**src/rtl/disp_filter_pkg.sv**
```systemverilog
// Shared types and elaboration-time helpers for the
// disparity confidence weighting path.
package disp_filter_pkg;

  typedef enum logic [1:0] {
    SCALE = 2'd0,
    PASS  = 2'd1,
    GATE  = 2'd2
  } conf_mode_e;

  function automatic int recip(input int dec, input int frac);
    return (1 << frac) / (dec * dec);
  endfunction

  function automatic int popcount_w(input int dec);
    return $clog2(dec * dec + 1);
  endfunction

endpackage

```
**src/rtl/sync_fifo_fwft.sv**
```systemverilog
// First-word-fall-through FIFO with occupancy count;
// head word is visible on rdata whenever not empty.
module sync_fifo_fwft #(
  parameter int WIDTH = 13,
  parameter int DEPTH = 128
) (
  input  logic                   clk,
  input  logic                   reset_n,
  input  logic                   push,
  input  logic [WIDTH-1:0]       wdata,
  input  logic                   pop,
  output logic [WIDTH-1:0]       rdata,
  output logic [$clog2(DEPTH):0] used,
  output logic                   full,
  output logic                   empty
);

  localparam int AW = $clog2(DEPTH);

  logic [WIDTH-1:0] mem [DEPTH];
  logic [AW-1:0]    wptr;
  logic [AW-1:0]    rptr;
  logic             do_push;
  logic             do_pop;

  assign empty   = used == '0;
  assign full    = used == (AW+1)'(DEPTH);
  assign do_pop  = pop && !empty;
  // A full FIFO still accepts a write in the cycle it is popped.
  assign do_push = push && (!full || do_pop);
  assign rdata   = mem[rptr];

  always_ff @(posedge clk) begin
    if (do_push) mem[wptr] <= wdata;
  end

  always_ff @(posedge clk or negedge reset_n) begin
    if (!reset_n) begin
      wptr <= '0;
      rptr <= '0;
      used <= '0;
    end else begin
      if (do_push) wptr <= wptr + AW'(1);
      if (do_pop)  rptr <= rptr + AW'(1);
      unique case ({do_push, do_pop})
        2'b10:   used <= used + (AW+1)'(1);
        2'b01:   used <= used - (AW+1)'(1);
        default: used <= used;
      endcase
    end
  end

endmodule

```
**src/rtl/disparity_conf_weighter.sv**
```systemverilog
// Gathers a DEC_FACTOR x DEC_FACTOR validity window and weights
// the window confidence by its valid-pixel count.
module disparity_conf_weighter
  import disp_filter_pkg::*;
#(
  parameter int DISP_BITS  = 5,
  parameter int CONF_BITS  = 8,
  parameter int DEC_FACTOR = 2,
  parameter int FRAC_BITS  = 16,
  parameter int FIFO_DEPTH = 128
) (
  input  logic                      clk,
  input  logic                      reset_n,
  input  logic [DEC_FACTOR-1:0]     pixels_in,
  input  logic [DISP_BITS-1:0]      disp_in,
  input  logic [CONF_BITS-1:0]      conf_in,
  input  logic                      frame_start,
  input  logic                      in_valid,
  output logic                      in_ready,
  input  logic [1:0]                mode,
  input  logic [$clog2(DEC_FACTOR*DEC_FACTOR):0] conf_threshold,
  output logic [DISP_BITS+CONF_BITS-1:0] disp_conf_out,
  output logic                      out_valid,
  input  logic                      out_ready,
  output logic                      overflow
);

  localparam int N    = DEC_FACTOR * DEC_FACTOR;
  localparam int HW   = N - DEC_FACTOR;
  localparam int PW   = popcount_w(DEC_FACTOR);
  localparam int TW   = $clog2(N) + 1;
  localparam int RW   = $clog2(DEC_FACTOR);
  localparam int L    = $clog2(N);
  localparam int P    = 1 << L;
  localparam int RCP  = recip(DEC_FACTOR, FRAC_BITS);
  localparam int MW   = CONF_BITS + PW + FRAC_BITS;
  localparam int W    = DISP_BITS + CONF_BITS;
  localparam int UW   = $clog2(FIFO_DEPTH) + 1;
  localparam int CMAX = (1 << CONF_BITS) - 1;

  logic [DEC_FACTOR-1:0] row_bits;
  logic [HW-1:0]         win;
  logic [N-1:0]          win_next;
  logic [RW-1:0]         row;
  logic                  acc;
  logic                  last;
  logic                  complete;
  logic [PW-1:0]         pop_next;

  assign row_bits = ~pixels_in;
  assign win_next = {win, row_bits};
  assign acc      = in_valid && in_ready;
  assign last     = row == RW'(DEC_FACTOR - 1);
  assign complete = acc && !frame_start && last;

  always_ff @(posedge clk or negedge reset_n) begin
    if (!reset_n) begin
      row <= '0;
      win <= '0;
    end else if (acc) begin
      if (frame_start) begin
        row <= RW'(1);
        win <= HW'(row_bits);
      end else begin
        row <= last ? '0 : row + RW'(1);
        win <= win_next[HW-1:0];
      end
    end
  end

  // Balanced adder tree over the completed window.
  for (genvar l = 0; l <= L; l++) begin : g_lv
    logic [PW-1:0] s [0:(P>>l)-1];
    for (genvar i = 0; i < (P >> l); i++) begin : g_n
      if (l == 0) begin : g_leaf
        if (i < N) begin : g_bit
          assign s[i] = PW'(win_next[i]);
        end else begin : g_pad
          assign s[i] = '0;
        end
      end else begin : g_add
        assign s[i] = g_lv[l-1].s[2*i] + g_lv[l-1].s[2*i+1];
      end
    end
  end

  assign pop_next = g_lv[L].s[0];

  logic                 s1_valid;
  logic [PW-1:0]        s1_pop;
  logic [DISP_BITS-1:0] s1_disp;
  logic [CONF_BITS-1:0] s1_conf;
  logic [1:0]           s1_mode;
  logic [TW-1:0]        s1_thr;

  always_ff @(posedge clk or negedge reset_n) begin
    if (!reset_n) begin
      s1_valid <= 1'b0;
      s1_pop   <= '0;
      s1_disp  <= '0;
      s1_conf  <= '0;
      s1_mode  <= '0;
      s1_thr   <= '0;
    end else begin
      s1_valid <= complete;
      if (complete) begin
        s1_pop  <= pop_next;
        s1_disp <= disp_in;
        s1_conf <= conf_in;
        s1_mode <= mode;
        s1_thr  <= conf_threshold;
      end
    end
  end

  logic [MW-1:0]        prod;
  logic [MW-1:0]        scaled;
  logic [CONF_BITS-1:0] res;
  logic                 gate_ok;

  assign gate_ok = 32'(s1_pop) >= 32'(s1_thr);

  always_comb begin
    prod   = MW'(s1_pop) * MW'(s1_conf) * MW'(RCP);
    scaled = prod >> FRAC_BITS;
    res    = s1_conf;
    unique case (1'b1)
      (s1_mode == PASS): res = s1_conf;
      (s1_mode == GATE): res = gate_ok ? s1_conf : '0;
      default: begin
        // A fully valid window bypasses the truncating reciprocal.
        if (s1_pop != PW'(N)) begin
          if (scaled > MW'(CMAX)) res = CONF_BITS'(CMAX);
          else res = scaled[CONF_BITS-1:0];
        end
      end
    endcase
  end

  logic         s2_valid;
  logic [W-1:0] s2_data;

  always_ff @(posedge clk or negedge reset_n) begin
    if (!reset_n) begin
      s2_valid <= 1'b0;
      s2_data  <= '0;
    end else begin
      s2_valid <= s1_valid;
      if (s1_valid) s2_data <= {s1_disp, res};
    end
  end

  logic [W-1:0]  rdata;
  logic [UW-1:0] used;
  logic          full;
  logic          empty;
  logic          fifo_pop;
  logic [UW:0]   occ;

  assign fifo_pop = out_valid && out_ready;

  sync_fifo_fwft #(
    .WIDTH(W),
    .DEPTH(FIFO_DEPTH)
  ) u_fifo (
    .clk    (clk),
    .reset_n(reset_n),
    .push   (s2_valid),
    .wdata  (s2_data),
    .pop    (fifo_pop),
    .rdata  (rdata),
    .used   (used),
    .full   (full),
    .empty  (empty)
  );

  // Results already in the pipe reserve a FIFO slot.
  assign occ = (UW+1)'(used) + (UW+1)'(s1_valid)
             + (UW+1)'(s2_valid);
  assign in_ready      = occ < (UW+1)'(FIFO_DEPTH);
  assign out_valid     = !empty;
  assign disp_conf_out = empty ? '0 : rdata;

  always_ff @(posedge clk or negedge reset_n) begin
    if (!reset_n) begin
      overflow <= 1'b0;
    end else if (s2_valid && full && !fifo_pop) begin
      overflow <= 1'b1;
    end
  end

endmodule

```
**config.mk**
```make
export PLATFORM = sky130hd
export DESIGN_NAME = disparity_conf_weighter
export DESIGN_NICKNAME = d
export VERILOG_FILES = /design/src/rtl/disp_filter_pkg.sv /design/src/rtl/sync_fifo_fwft.sv /design/src/rtl/disparity_conf_weighter.sv
export SDC_FILE = /design/constraint.sdc
export NUM_CORES = 2
export LEC_CHECK = 0
export ABC_AREA = 0
export CORE_MARGIN = 4
export CORE_UTILIZATION = 65
export DETAILED_ROUTE_END_ITERATION = 12
export DONT_BUFFER_PORTS = 1
export HOLD_SLACK_MARGIN = 0.1
export MAX_ROUTING_LAYER = met4
export PLACE_DENSITY_LB_ADDON = 0.05
export REMOVE_ABC_BUFFERS = 1
export SYNTH_ARGS = -nofsm -noshare
export SYNTH_HDL_FRONTEND = slang
export SYNTH_SLANG_ARGS = --single-unit
export TNS_END_PERCENT = 5
```
**constraint.sdc**
```tcl
create_clock -name clk -period 4.6 [get_ports clk]
set_input_delay 0.46 -clock clk [delete_from_list [all_inputs] [get_ports clk]]
set_output_delay 0.46 -clock clk [all_outputs]
set_load 0.1 [all_outputs]
```
# == After elaboration in Yosys (flattened, before gate mapping) ==
# Memory sizes are Yosys's and may differ from the RTL's.
# Cells that the tools add are included.
# word_totals
wordCells,61
n_memories,1
in_bits,25
regBits,62
output_inout_bits,16
ramBits,1664
# op_classes
n_bitwise,1
addsub,10
n_eq_ne,6
mux,10
reduce_logical,15
n_lt_le_gt_ge,3
n_mul,1
# memory_table
memory,depth,width,read_ports,rd_ports_with_merged_regs,wr,line,rtl
u_fifo.mem,128,13,1,0,1,sync_fifo_fwft.sv:20,logic [WIDTH-1:0] mem [DEPTH];
# ops
cell,count
$pmux W8 S2,2
$mux W8,3
$add A7 B1 Y7 const B,2
$mux W13,1
$mul A3 B8 Y11,1
$add A8 B1 Y9,1
$add A9 B1 Y9,1
$gt A9 B8 Y1 const B,1
$lt A9 B8 Y1 const B,1
$add A8 B1 Y8 const B,1
$eq A8 B8 Y1 const B,1
$logic_and A1 B1 Y1,8
$logic_not A8 Y1,1
$sub A8 B1 Y8 const B,1
$add A1 B1 Y2,2
$eq A2 B1 Y1 const B,2
$eq A2 B2 Y1 const B,2
$logic_not A1 Y1,4
$mux W1,4
$add A2 B2 Y3,1
$ge A3 B3 Y1,1
$ne A3 B3 Y1 const B,1
$not A2 Y2,1
$reduce_bool A2 Y1,1
2 further kinds,2

# == Logic depth before layout (Yosys ltp) ==
# logic_depth
ltp_word,8
ltp_mapped,16
depth_no_buf,16

# == Cells and area by module ==
# A second synthesis with hierarchy kept.
# unflattened
cells_unflattened,3282
area_unflattened_um2,67463.5
# modules_own_cells
module,cells_each,area_per_inst_um2,seq_area_each_um2,n_inst
sync_fifo_fwft,3042,64948.5,50518.5,1
disparity_conf_weighter,240,2514.9,1001.0,1

# == Least setup slack after synthesis ==
# No wires, ideal clock.
# synth_path
path_kind,reg2out
start,register u_fifo.rptr[0]
end,output disp_conf_out[5]
t_arrival_ns,4.141
required_time_ns,4.140
slack_ns,-0.001
n_path_buf,5
path_stages_with_launch,12
cell_sequence,dfrtp_1 -> buf_6 -> buf_12 -> buf_12 -> buf_8 -> buf_4 -> and3_1 -> nand2_1 -> nand2_1 -> nor4_1 -> a221oi_1 -> a211oi_1
# synth_between
elab_chain_cells,2
# synth_rtl
item,line,rtl
start: declaration,sync_fifo_fwft.sv:22,logic [AW-1:0] rptr;
start signal: assignment,sync_fifo_fwft.sv:44,if (do_pop) rptr <= rptr + AW'(1);
$mem_v2 Z128 W13,--,
$mux W13,disparity_conf_weighter.sv:182,assign disp_conf_out = empty ? '0 : rdata;
end: declaration,disparity_conf_weighter.sv:22,"output logic [DISP_BITS+CONF_BITS-1:0] disp_conf_out,"
# No other way between the ends.

# == Final worst setup path ==
# layout_path
start,register u_fifo.rptr[3]
end,output disp_conf_out[3]
# Same word-level chain as after synthesis.

==> flow_summary.json <==
{
  "ys_seq_elements": 1726,
  "seq_area_frac_synth_pct": 75.7,
  "dr.first_iter.drc_count": 4995,
  "track_usage_pct": 32.6,
  "core_mm2": 0.104,
  "p_clk_share_pct": 25.3,
  "dr.pass1.iters": 5,
  "root_buffer": "clkbuf_16",
  "yosysTopAreaCellShare_pct": 73.4,
  "gr-usage-met3_pct": 7.01,
  "fin_crit_sh_pct": 99.6,
  "drv_cap": 0,
  "worstPathArrival_ns": 4.12,
  "worst_pin_slew_ns": 1.07,
  "setup_ws_ns": 0.0179,
  "num_vias": 35600,
  "use_met2_pct": 48.6,
  "rrSetupSlack_ns": 0.63,
  "avgSynthCellArea_um2": 20.6,
  "end_kind": "primary output",
  "skew_ns": 0.0278,
  "cts_tree": "yes",
  "use_met1_pct": 47.1,
  "critPathLaunchType": "register",
  "slew_headroom_pct": 28.5,
  "synth_area_leaders": "edfxtp_1 73%, mux4_2 12%, dfrtp_1 2.3%",
  "status": "finished clean",
  "reg2regPathDepth": 11,
  "reg2reg_to": "s1_thr[2]$_DFFE_PN0P_",
  "ys_types": 66,
  "yosys_warnings": 0,
  "synthCells": 3302,
  "clk_path_buf_depth": 3,
  "start_util_pct": 65.6,
  "synth_edf_count": 1664,
  "port_buffers": 0,
  "switching_share_pct": 33.8,
  "cp_top_family": "compound AO/OA/AOI/OAI gates",
  "multi_input_area_mm2": 0.0153,
  "place_hpwl_um": 105000,
  "cts_max_level": 4,
  "std_cell_rows": 118,
  "synth_flop_cell": "edfxtp_1",
  "drc_errors": 0,
  "p_switching_w": 0.0171,
  "path_clk_slew_ns": 0.06,
  "gr-total-overflow": 0,
  "yosys.area.top_type": "edfxtp_1",
  "final_layout_size_suffix_gt1_share_pct": 26.5,
  "crit_buf_inv": 2,
  "crit_cells": 8,
  "final_common_cell": "edfxtp_1",
  "place_ws_ns": 0.0714,
  "maxSlewViolCount": 0,
  "final_cell_mix": "1664 x edfxtp_1, 366 x mux4_2, 249 x buf_4",
  "fp.dieW_um": 332,
  "pwr-share-comb_pct": 32.0,
  "antenna_found_initial": 6,
  "routed_wl_um": 172000,
  "path_max_fanout": 17,
  "vdd_ir_drop_max_uv": 1180,
  "vias_per_cell": 6.92,
  "hold_viol": 0,
  "path_cells": "buf_4, nand2b_1, nor2_1, a221oi_1, a32oi_1, a311oi_1, a311oi_4, buf_12",
  "pwr-share-seq_pct": 42.8,
  "io_pins": 41,
  "cell_internal_pwr_w": 0.0335,
  "rsz0062_at_grt": "true",
  "setup_viol": 0,
  "slowest_delay_ns": 0.70,
  "clock_latency_ns": 0.77,
  "placed_area_mm2": 0.0712,
  "grt_max_degree": 90,
  "seq_area_mm2": 0.0516,
  "area_delta_synth_final_pct": 13.2,
  "final_cell_area_mm2": 0.0770,
  "gp_congestion": 0.869,
  "cts.sinks": 1726,
  "worstHoldPathType": "input pin to async pin",
  "die_area_mm2": 0.110,
  "leakagePower_nw": 25.0,
  "min_period_ns": 4.58,
  "nFillCells": 5864,
  "grt_first_pass_wirelength_um": 251000,
  "grt_busiest_layer": "met2",
  "async_reset_ff_share_pct": 3.59,
  "ant_nets": 0,
  "reg2reg_from": "s2_valid$_DFF_PN0_",
  "first_global_vias": 35300,
  "cts-buffers-inserted": 167,
  "syn_area_mm2": 0.0680,
  "slowest_stage": "dfrtp_2",
  "worst-setup-path-type": "register to primary output",
  "clock.fmax_mhz": 218,
  "crit_required_ns": 4.14,
  "avgRoutedWirePerCell_um": 33.4,
  "fp.dieH_um": 332,
  "p_per_area_mw_per_mm2": 658,
  "final_nets": 3692
}
flip-flops by register name (all words and copies together) (netlist names):
signal / cells
overflow: 1
s1_valid: 1
u_fifo.mem: 1664
s2_data: 13
u_fifo.used: 8
u_fifo.wptr: 7
s1_mode: 2
last: 1
s1_conf: 8
s1_pop: 3
s1_disp: 5
win: 2
s1_thr: 3
u_fifo.rptr: 7
s2_valid: 1
through the flow:
stage | total power, W | utilization [%] | hold WS (ns) | instances | TNS (ns)
floorplan | 0.0294 | - | 0.164 | 3127 | -267.04
global placement | 0.0371 | 68.7 | 0.167 | 4782 | 0
detailed placement | 0.0375 | 68.7 | 0.166 | 4782 | 0
CTS | 0.0505 | 74.2 | 0.206 | 5137 | -0.0354
global route | 0.0524 | 74.3 | 0.240 | 5146 | -0.00984
finish | 0.0506 | 74.3 | 0.241 | 5147 | 0
logic make-up after synthesis:
kind of cell,synth area share [%]
muxes,15.1
xor gates and xnor gates,0.322
AOI/OAI and AO/OA,3.45
DFF,75.7
adders and majority gates,0.743
buffers and inverters,2.00
and+or+nand+nor,2.68
cell usage after synthesis, types with 15 or more instances:
master    number
a221oi_1      35
xnor2_1       17
mux4_2       366
edfxtp_1    1664
dfrtp_1       62
and2_1        15
nor3_1        18
a21oi_1       69
o21ai_1       17
buf_4         31
buf_2         36
nand2_1       94
inv_1         28
mux2i_1      128
a22oi_1       57
nor2_1       179
a211oi_1      19
a31oi_1       16
o21ai_0       56
clkbuf_1      55
buf_6         35
nor2b_1       22
ha_1          26
nand4_1       18
mux2_2        65
nand3_1       31
power groups by stage:
stage / Combinational (W) / Sequential, W / Clock [W]
after floorplan: 0.00717 / 0.0223 / 0
after global placement: 0.0152 / 0.0220 / 0
after detailed placement: 0.0154 / 0.0221 / 0
after CTS: 0.0160 / 0.0217 / 0.0129
after global routing: 0.0170 / 0.0218 / 0.0136
final: 0.0162 / 0.0217 / 0.0128
what timing repair did:
action                     CTS  global route
buffers inserted             6             5
setup endpoints to repair   13            12
hold endpoints to repair    91             0
hold buffers                50             0
pin swaps                    1             2
gates resized for setup     10             6
area by class of cell:
type,instances,share of cell area (%)
clock buffer,214,5.81
multi-input combinational,1372,19.9
clock inverter,85,0.775
tap,1380,2.24
antenna,5,0.0163
inverter,29,0.148
sequential,1726,67.0
timing repair buffer,336,4.08
layer usage:
layer / wire, um / share of wire (%)
met5: 0 / 0
met4: 4810 / 2.8
met3: 19500 / 11
met2: 82200 / 48
met1: 65400 / 38
worst max-delay path by stage:
stage,slack (ns),end,start
5_1_grt,-0.007,disp_conf_out[11],u_fifo.rptr[5]$_DFFE_PN0P_
3_3_place_gp,0.10,disp_conf_out[1],u_fifo.rptr[1]$_DFFE_PN0P_
3_5_place_dp,0.07,disp_conf_out[1],u_fifo.rptr[1]$_DFFE_PN0P_
2_1_floorplan,-15.48,disp_conf_out[7],u_fifo.rptr[0]$_DFFE_PN0P_
6_report,0.02,disp_conf_out[3],u_fifo.rptr[3]$_DFFE_PN0P_
4_1_cts,-0.04,disp_conf_out[1],u_fifo.rptr[0]$_DFFE_PN0P_
No activity file was read; power rests on OpenSTA's default activity.
